==> src/rtl/mannix_sw_ctrl.sv <==
// Software control/status register bank for the mannix FCC and activation units:
// job parameters, go pulses, per-unit busy/done tracking, result capture and irq.
module mannix_sw_ctrl #(
   parameter int DATA_W     = 32,
   parameter int REG_ADDR_W = 6
) (
   input  logic                  clk,
   input  logic                  rst,
   input  logic                  reg_wr_en,
   input  logic                  reg_rd_en,
   input  logic [REG_ADDR_W-1:0] reg_addr,
   input  logic [DATA_W-1:0]     reg_wdata,
   output logic [DATA_W-1:0]     reg_rdata,
   output logic                  reg_rd_valid,
   output logic [DATA_W-1:0]     fc_addrx,
   output logic [DATA_W-1:0]     fc_addry,
   output logic [DATA_W-1:0]     fc_addrb,
   output logic [DATA_W-1:0]     fc_xm,
   output logic [DATA_W-1:0]     fc_ym,
   output logic [DATA_W-1:0]     fc_yn,
   output logic [DATA_W-1:0]     cnn_bn,
   output logic                  fc_go,
   input  logic                  fc_done,
   input  logic [DATA_W-1:0]     fc_addrz,
   output logic [DATA_W-1:0]     activ_addrx,
   output logic [DATA_W-1:0]     activ_xm,
   output logic [DATA_W-1:0]     activ_ym,
   output logic                  activ_go,
   input  logic                  activ_done,
   input  logic [DATA_W-1:0]     activ_addrz,
   input  logic                  pool_busy,
   input  logic                  cnn_busy,
   output logic                  irq
);

   localparam logic [0:0] ST_IDLE = 1'b0;
   localparam logic [0:0] ST_BUSY = 1'b1;

   localparam logic [REG_ADDR_W-1:0] ADDR_CTRL        = REG_ADDR_W'(6'h00);
   localparam logic [REG_ADDR_W-1:0] ADDR_STATUS      = REG_ADDR_W'(6'h01);
   localparam logic [REG_ADDR_W-1:0] ADDR_IRQ_EN      = REG_ADDR_W'(6'h02);
   localparam logic [REG_ADDR_W-1:0] ADDR_FC_ZADDR    = REG_ADDR_W'(6'h03);
   localparam logic [REG_ADDR_W-1:0] ADDR_ACTIV_ZADDR = REG_ADDR_W'(6'h04);
   localparam logic [REG_ADDR_W-1:0] ADDR_FC_FIRST    = REG_ADDR_W'(6'h08);
   localparam logic [REG_ADDR_W-1:0] ADDR_FC_LAST     = REG_ADDR_W'(6'h0E);
   localparam logic [REG_ADDR_W-1:0] ADDR_ACTIV_FIRST = REG_ADDR_W'(6'h10);
   localparam logic [REG_ADDR_W-1:0] ADDR_ACTIV_LAST  = REG_ADDR_W'(6'h12);

   // Sticky vector layout: [0] fc_done [1] activ_done [2] fc_go_err
   // [3] activ_go_err [4] fc_cfg_err [5] activ_cfg_err
   logic [DATA_W-1:0] fc_prm_q    [7];
   logic [DATA_W-1:0] fc_prm_d    [7];
   logic [DATA_W-1:0] activ_prm_q [3];
   logic [DATA_W-1:0] activ_prm_d [3];
   logic [0:0]        fc_state_q, fc_state_d;
   logic [0:0]        activ_state_q, activ_state_d;
   logic              fc_go_q, fc_go_d;
   logic              activ_go_q, activ_go_d;
   logic [DATA_W-1:0] fc_zaddr_q, fc_zaddr_d;
   logic [DATA_W-1:0] activ_zaddr_q, activ_zaddr_d;
   logic [5:0]        sticky_q, sticky_d;
   logic [1:0]        irq_en_q, irq_en_d;
   logic              irq_q, irq_d;
   logic [DATA_W-1:0] rdata_q, rdata_d;
   logic              rd_valid_q;

   logic              fc_busy_s, activ_busy_s;
   logic              wr_ctrl_s, wr_status_s;
   logic              fc_prm_wr_s, activ_prm_wr_s;
   logic              fc_go_req_s, activ_go_req_s;
   logic              fc_done_acc_s, activ_done_acc_s;
   logic [5:0]        sticky_set_s, sticky_clr_s;
   logic [DATA_W-1:0] status_s;

   assign fc_busy_s      = (fc_state_q == ST_BUSY);
   assign activ_busy_s   = (activ_state_q == ST_BUSY);
   assign wr_ctrl_s      = reg_wr_en && (reg_addr == ADDR_CTRL);
   assign wr_status_s    = reg_wr_en && (reg_addr == ADDR_STATUS);
   assign fc_prm_wr_s    = reg_wr_en && (reg_addr >= ADDR_FC_FIRST) && (reg_addr <= ADDR_FC_LAST);
   assign activ_prm_wr_s = reg_wr_en && (reg_addr >= ADDR_ACTIV_FIRST) && (reg_addr <= ADDR_ACTIV_LAST);
   assign fc_go_req_s    = wr_ctrl_s && reg_wdata[0];
   assign activ_go_req_s = wr_ctrl_s && reg_wdata[1];
   // A done coinciding with the go pulse belongs to a previous job and is ignored.
   assign fc_done_acc_s    = fc_busy_s && fc_done && !fc_go_q;
   assign activ_done_acc_s = activ_busy_s && activ_done && !activ_go_q;

   // Per-unit FSMs, go pulses and result address capture.
   always_comb begin
      fc_state_d    = fc_state_q;
      activ_state_d = activ_state_q;
      fc_go_d       = 1'b0;
      activ_go_d    = 1'b0;
      case (fc_state_q)
         ST_IDLE: begin
            if (fc_go_req_s) begin
               fc_state_d = ST_BUSY;
               fc_go_d    = 1'b1;
            end else begin
               fc_state_d = ST_IDLE;
            end
         end
         ST_BUSY: begin
            if (fc_done_acc_s) begin
               fc_state_d = ST_IDLE;
            end else begin
               fc_state_d = ST_BUSY;
            end
         end
         default: fc_state_d = ST_IDLE;
      endcase
      case (activ_state_q)
         ST_IDLE: begin
            if (activ_go_req_s) begin
               activ_state_d = ST_BUSY;
               activ_go_d    = 1'b1;
            end else begin
               activ_state_d = ST_IDLE;
            end
         end
         ST_BUSY: begin
            if (activ_done_acc_s) begin
               activ_state_d = ST_IDLE;
            end else begin
               activ_state_d = ST_BUSY;
            end
         end
         default: activ_state_d = ST_IDLE;
      endcase
      fc_zaddr_d    = fc_done_acc_s ? fc_addrz : fc_zaddr_q;
      activ_zaddr_d = activ_done_acc_s ? activ_addrz : activ_zaddr_q;
   end

   // Parameter writes, accepted only while the owning unit is idle.
   always_comb begin
      fc_prm_d    = fc_prm_q;
      activ_prm_d = activ_prm_q;
      if (fc_prm_wr_s && !fc_busy_s) begin
         fc_prm_d[reg_addr[2:0]] = reg_wdata;
      end else begin
         fc_prm_d = fc_prm_q;
      end
      if (activ_prm_wr_s && !activ_busy_s) begin
         activ_prm_d[reg_addr[1:0]] = reg_wdata;
      end else begin
         activ_prm_d = activ_prm_q;
      end
   end

   // Sticky status bits (set wins over W1C), IRQ enable and interrupt level.
   always_comb begin
      sticky_set_s = {activ_prm_wr_s && activ_busy_s,
                      fc_prm_wr_s && fc_busy_s,
                      activ_go_req_s && activ_busy_s,
                      fc_go_req_s && fc_busy_s,
                      activ_done_acc_s,
                      fc_done_acc_s};
      if (wr_status_s) begin
         sticky_clr_s = {reg_wdata[19], reg_wdata[18], reg_wdata[17],
                         reg_wdata[16], reg_wdata[9], reg_wdata[8]};
      end else begin
         sticky_clr_s = 6'b000000;
      end
      sticky_d = (sticky_q & ~sticky_clr_s) | sticky_set_s;
      if (reg_wr_en && (reg_addr == ADDR_IRQ_EN)) begin
         irq_en_d = reg_wdata[1:0];
      end else begin
         irq_en_d = irq_en_q;
      end
      irq_d = |(sticky_q[1:0] & irq_en_q);
   end

   // Read mux; samples pre-write state so a same-cycle write is not visible.
   always_comb begin
      status_s     = '0;
      status_s[0]  = fc_busy_s;
      status_s[1]  = activ_busy_s;
      status_s[2]  = pool_busy;
      status_s[3]  = cnn_busy;
      status_s[8]  = sticky_q[0];
      status_s[9]  = sticky_q[1];
      status_s[16] = sticky_q[2];
      status_s[17] = sticky_q[3];
      status_s[18] = sticky_q[4];
      status_s[19] = sticky_q[5];
      rdata_d      = '0;
      if (reg_rd_en) begin
         case (reg_addr)
            ADDR_STATUS:        rdata_d = status_s;
            ADDR_IRQ_EN:        rdata_d = {{(DATA_W-2){1'b0}}, irq_en_q};
            ADDR_FC_ZADDR:      rdata_d = fc_zaddr_q;
            ADDR_ACTIV_ZADDR:   rdata_d = activ_zaddr_q;
            REG_ADDR_W'(6'h08): rdata_d = fc_prm_q[0];
            REG_ADDR_W'(6'h09): rdata_d = fc_prm_q[1];
            REG_ADDR_W'(6'h0A): rdata_d = fc_prm_q[2];
            REG_ADDR_W'(6'h0B): rdata_d = fc_prm_q[3];
            REG_ADDR_W'(6'h0C): rdata_d = fc_prm_q[4];
            REG_ADDR_W'(6'h0D): rdata_d = fc_prm_q[5];
            REG_ADDR_W'(6'h0E): rdata_d = fc_prm_q[6];
            REG_ADDR_W'(6'h10): rdata_d = activ_prm_q[0];
            REG_ADDR_W'(6'h11): rdata_d = activ_prm_q[1];
            REG_ADDR_W'(6'h12): rdata_d = activ_prm_q[2];
            default:            rdata_d = '0;
         endcase
      end else begin
         rdata_d = '0;
      end
   end

   // State registers with synchronous reset.
   always_ff @(posedge clk) begin
      if (rst) begin
         for (int i = 0; i < 7; i++) fc_prm_q[i] <= '0;
         for (int i = 0; i < 3; i++) activ_prm_q[i] <= '0;
         fc_state_q    <= ST_IDLE;
         activ_state_q <= ST_IDLE;
         fc_go_q       <= 1'b0;
         activ_go_q    <= 1'b0;
         fc_zaddr_q    <= '0;
         activ_zaddr_q <= '0;
         sticky_q      <= 6'b000000;
         irq_en_q      <= 2'b00;
         irq_q         <= 1'b0;
         rdata_q       <= '0;
         rd_valid_q    <= 1'b0;
      end else begin
         fc_prm_q      <= fc_prm_d;
         activ_prm_q   <= activ_prm_d;
         fc_state_q    <= fc_state_d;
         activ_state_q <= activ_state_d;
         fc_go_q       <= fc_go_d;
         activ_go_q    <= activ_go_d;
         fc_zaddr_q    <= fc_zaddr_d;
         activ_zaddr_q <= activ_zaddr_d;
         sticky_q      <= sticky_d;
         irq_en_q      <= irq_en_d;
         irq_q         <= irq_d;
         rdata_q       <= rdata_d;
         rd_valid_q    <= reg_rd_en;
      end
   end

   assign fc_addrx     = fc_prm_q[0];
   assign fc_addry     = fc_prm_q[1];
   assign fc_addrb     = fc_prm_q[2];
   assign fc_xm        = fc_prm_q[3];
   assign fc_ym        = fc_prm_q[4];
   assign fc_yn        = fc_prm_q[5];
   assign cnn_bn       = fc_prm_q[6];
   assign activ_addrx  = activ_prm_q[0];
   assign activ_xm     = activ_prm_q[1];
   assign activ_ym     = activ_prm_q[2];
   assign fc_go        = fc_go_q;
   assign activ_go     = activ_go_q;
   assign irq          = irq_q;
   assign reg_rdata    = rdata_q;
   assign reg_rd_valid = rd_valid_q;

endmodule
==> config.mk <==
export PLATFORM = sky130hd
export DESIGN_NAME = mannix_sw_ctrl
export DESIGN_NICKNAME = d
export VERILOG_FILES = /design/src/rtl/mannix_sw_ctrl.sv
export SDC_FILE = /design/constraint.sdc
export NUM_CORES = 1
export LEC_CHECK = 0
export ABC_AREA = 1
export CORE_MARGIN = 1.5
export CORE_UTILIZATION = 30
export CTS_BUF_LIST = sky130_fd_sc_hd__clkbuf_4
export CTS_CLUSTER_DIAMETER = 120
export CTS_CLUSTER_SIZE = 20
export DETAILED_ROUTE_END_ITERATION = 8
export HOLD_SLACK_MARGIN = 0.12
export PLACE_DENSITY = 0.54
export SLEW_MARGIN = 5
export SYNTH_ARGS = -nofsm -noshare
export SYNTH_HDL_FRONTEND = slang
export SYNTH_SLANG_ARGS = --single-unit
==> constraint.sdc <==
create_clock -name clk -period 1.7 [get_ports clk]
set_input_delay 0.34 -clock clk [delete_from_list [all_inputs] [get_ports clk]]
set_output_delay 0.34 -clock clk [all_outputs]
set_load 0.01 [all_outputs]
==> run metrics <==
Worst setup SP type=flip-flop; RePlAce Congestion=0.927; clock skew=0.123 ns; number of max-cap violations=0; Peak supply drop=0.000341 V; Residual DRC=0; GR Util All Layers=25.4%; actual slew at the worst max-slew pin=about 0.50 ns; worst path bufs/invs=1; core area=between 70000 and 80000 µm²; most frequent cells in the layout=nand2_1 (971), nor2_1 (727), inv_1 (622), buf_4 (435), nand3_1 (422); Leak=around 17 nW; fraction of the yosys area taken by sequential cells=39.7%; Sw Share=28.8%; main combinational cell family by area after synthesis=simple AND/OR/NAND/NOR gates; status=finished, violations left; dpl hpwl=a little over 70 mm; Int Power=0.0120 W; RSZ-0062 raised after global routing=yes; worst min path class=in2reg; fin crit period=1.84 ns; fillcell total=roughly 7400; mux share of post-synthesis cell area=0%; XOR/XNOR share of the synthesized area=0%; Core Rows=98; worst setup margin=-0.142 ns; Final Slew Violations=0; H-tree depth=1; Top-Level Pins=466; commonest non-fill, non-tap cell in the layout=nand2_1; final setup TNS=-16.76 ns; Global Route met3 Usage=4.85%; share of layout cells above drive strength 1=29.0%; Post-Syn Area=around 22000 µm²; Worst-path clk slew=0.24 ns; initial antenna violation count=6; slowest CP cell=dfxtp_4; pwr/cell area=504 nW/µm²; synth warn=0; combinational share of power=13.8%; post-synth top area share=39.7%; initial DRC count=between 1500 and 2000; total wire length=97.6 mm; syn_nets=3722; Die Area=74000 µm²; Synth area leader=dfxtp_1; M1 GR Usage=36.7%; ys flop type=dfxtp_1; GRT Residual Overflow=0; GR peak layer=met2; crit share post-route=108%; Worst Path Max Fanout=3; switching power=0.00485 W; Worst Path Required=between 1 and 1.5 ns; CTS max path bufs=3; initial core utilization=between 30% and 40%; P&R area growth vs syn=54.3%; Synth async-reset ratio=0%; Clk pwr share=26.0%; dpl ws=-0.823 ns; clock net sink count=430; WP data arrival=~1.5 ns; clock latency on the worst-skew pair=about 0.95 ns; Synth Area in Compound Gates=2.50%; nets=4597; vias in the first global route=between 20000 and 25000; WS Path Type=reg2out; Root Buffer Master=clkbuf_4; ANT nets after route=0; Die Wd=272 µm; Via-to-Cell Ratio=4.52; Avg Cell Area, Syn=6.01 µm²; final setup vio count=226; Via Count=between 20000 and 25000; first-pass GRT wire length=144 mm; Die H=272 µm; area of the multi-input gates=9830 µm²; PortBufs=465; Num CTS Buffers=25; Yosys reg bits=between 400 and 500; top cells by area, synth=dfxtp_1 (40%), nand2_1 (17%), nor2_1 (13%); Fin. Hold Viols=0; GR Util met2=between 30% and 40%; Crit path max-delay family=flip-flops; largest net degree at the start of global routing=65; Adder-Cell Fraction of Synth Area=0%; sequential share of power=60.2%; EDFF count, synth=0; CTS tree=done; failing checks=negative setup slack; Post-Syn Instances=3612; post-synthesis cell type count=23; Cell Chain, Critical Path=buf_6; Max Fclk=543 MHz; Storage cell area=9150 µm²; CP peak stage delay=between 0.4 and 0.5 ns; number of iterations in the first detailed-routing pass=5; Slew HR=66.6%; simple-gate area share of the yosys netlist=42.6%; WL per Instance=17.9 µm; CP Capture Type=output port; FF-to-FF setup slack=0.15 ns
[path summary, 6_finish.rpt]
check,startpoint,to,cells after the start
worst max-delay path,fc_yn[17]$_SDFFE_PP0P_,fc_yn[17],1
worst min register to register,fc_zaddr_q[8]$_SDFFE_PP0P_,fc_zaddr_q[8]$_SDFFE_PP0P_,2
worst min-delay path,rst,reg_rd_valid$_SDFF_PP0_,5
worst max register to register,fc_busy_s$_SDFF_PP0_,fc_yn[26]$_SDFFE_PP0P_,7
[through the flow]
stage	std cells	hold slack [ns]	util [%]	power (W)	instance area, µm²
finish	5444	0.187	46.8	0.0169	33500
global route	5441	0.146	46.8	0.0175	33500
CTS	5432	0.120	46.7	0.0170	33400
detailed placement	5087	0.445	41.5	0.0125	29600
global placement	5087	0.439	41.5	0.0125	29600
floorplan	3612	0.430	-	0.0112	21700
[power by group through the flow]
stage | Combinational, W | Clock (W) | Sequential (W)
floorplan | 0.000785 | 0 | 0.0104
global placement | 0.00208 | 0 | 0.0104
detailed placement | 0.00208 | 0 | 0.0104
CTS | 0.00231 | 0.00451 | 0.0102
global route | 0.00249 | 0.00485 | 0.0102
finish | 0.00233 | 0.00438 | 0.0101
[synth_stat cells, types with 4 or more instances]
library cell and count:
clkbuf_1 99, nand4_1 69, inv_1 623, buf_2 78, nand2_1 971, nor2_2 19
inv_2 9, dfxtp_1 430, nand3_1 422, nor2_1 736, a21oi_1 27, o21ai_0 75
nand2_2 6, buf_1 22, nor2_4 4, buf_4 8
[timing repair]
action                                 in CTS  in global routing
resized for setup                        2269                 16
pin swaps                                   0                  0
buffers inserted                          235                  7
setup endpoints to repair                 356                358
endpoints found under the hold margin     103                  0
hold buffers                               81                  0
gates cloned                                0                  0
[per-layer routing]
layer  vias up  share of wire [%]
met5         -              0.027
met4         4                2.1
met3        98                8.1
met2       834                 43
met1     11100                 47
li1      12500                  -
[cell type report]
| type | count | share of cell area (%) |
|---|---|---|
| Multi-Input combinational cell | 2339 | 29.4 |
| Clock inverter | 4 | 0.131 |
| Inverter | 634 | 7.13 |
| Timing Repair Buffer | 1057 | 31.9 |
| Tap cell | 950 | 3.55 |
| Sequential cell | 430 | 27.3 |
| Clock buffer | 25 | 0.561 |
| Antenna cell | 5 | 0.0374 |
[logic make-up after synthesis]
logic type / count (synthesis)
buf+inv: 843
compound gates: 106
simple gates: 2233
flops: 430
Note: power is estimated with default switching activity, not from simulation.
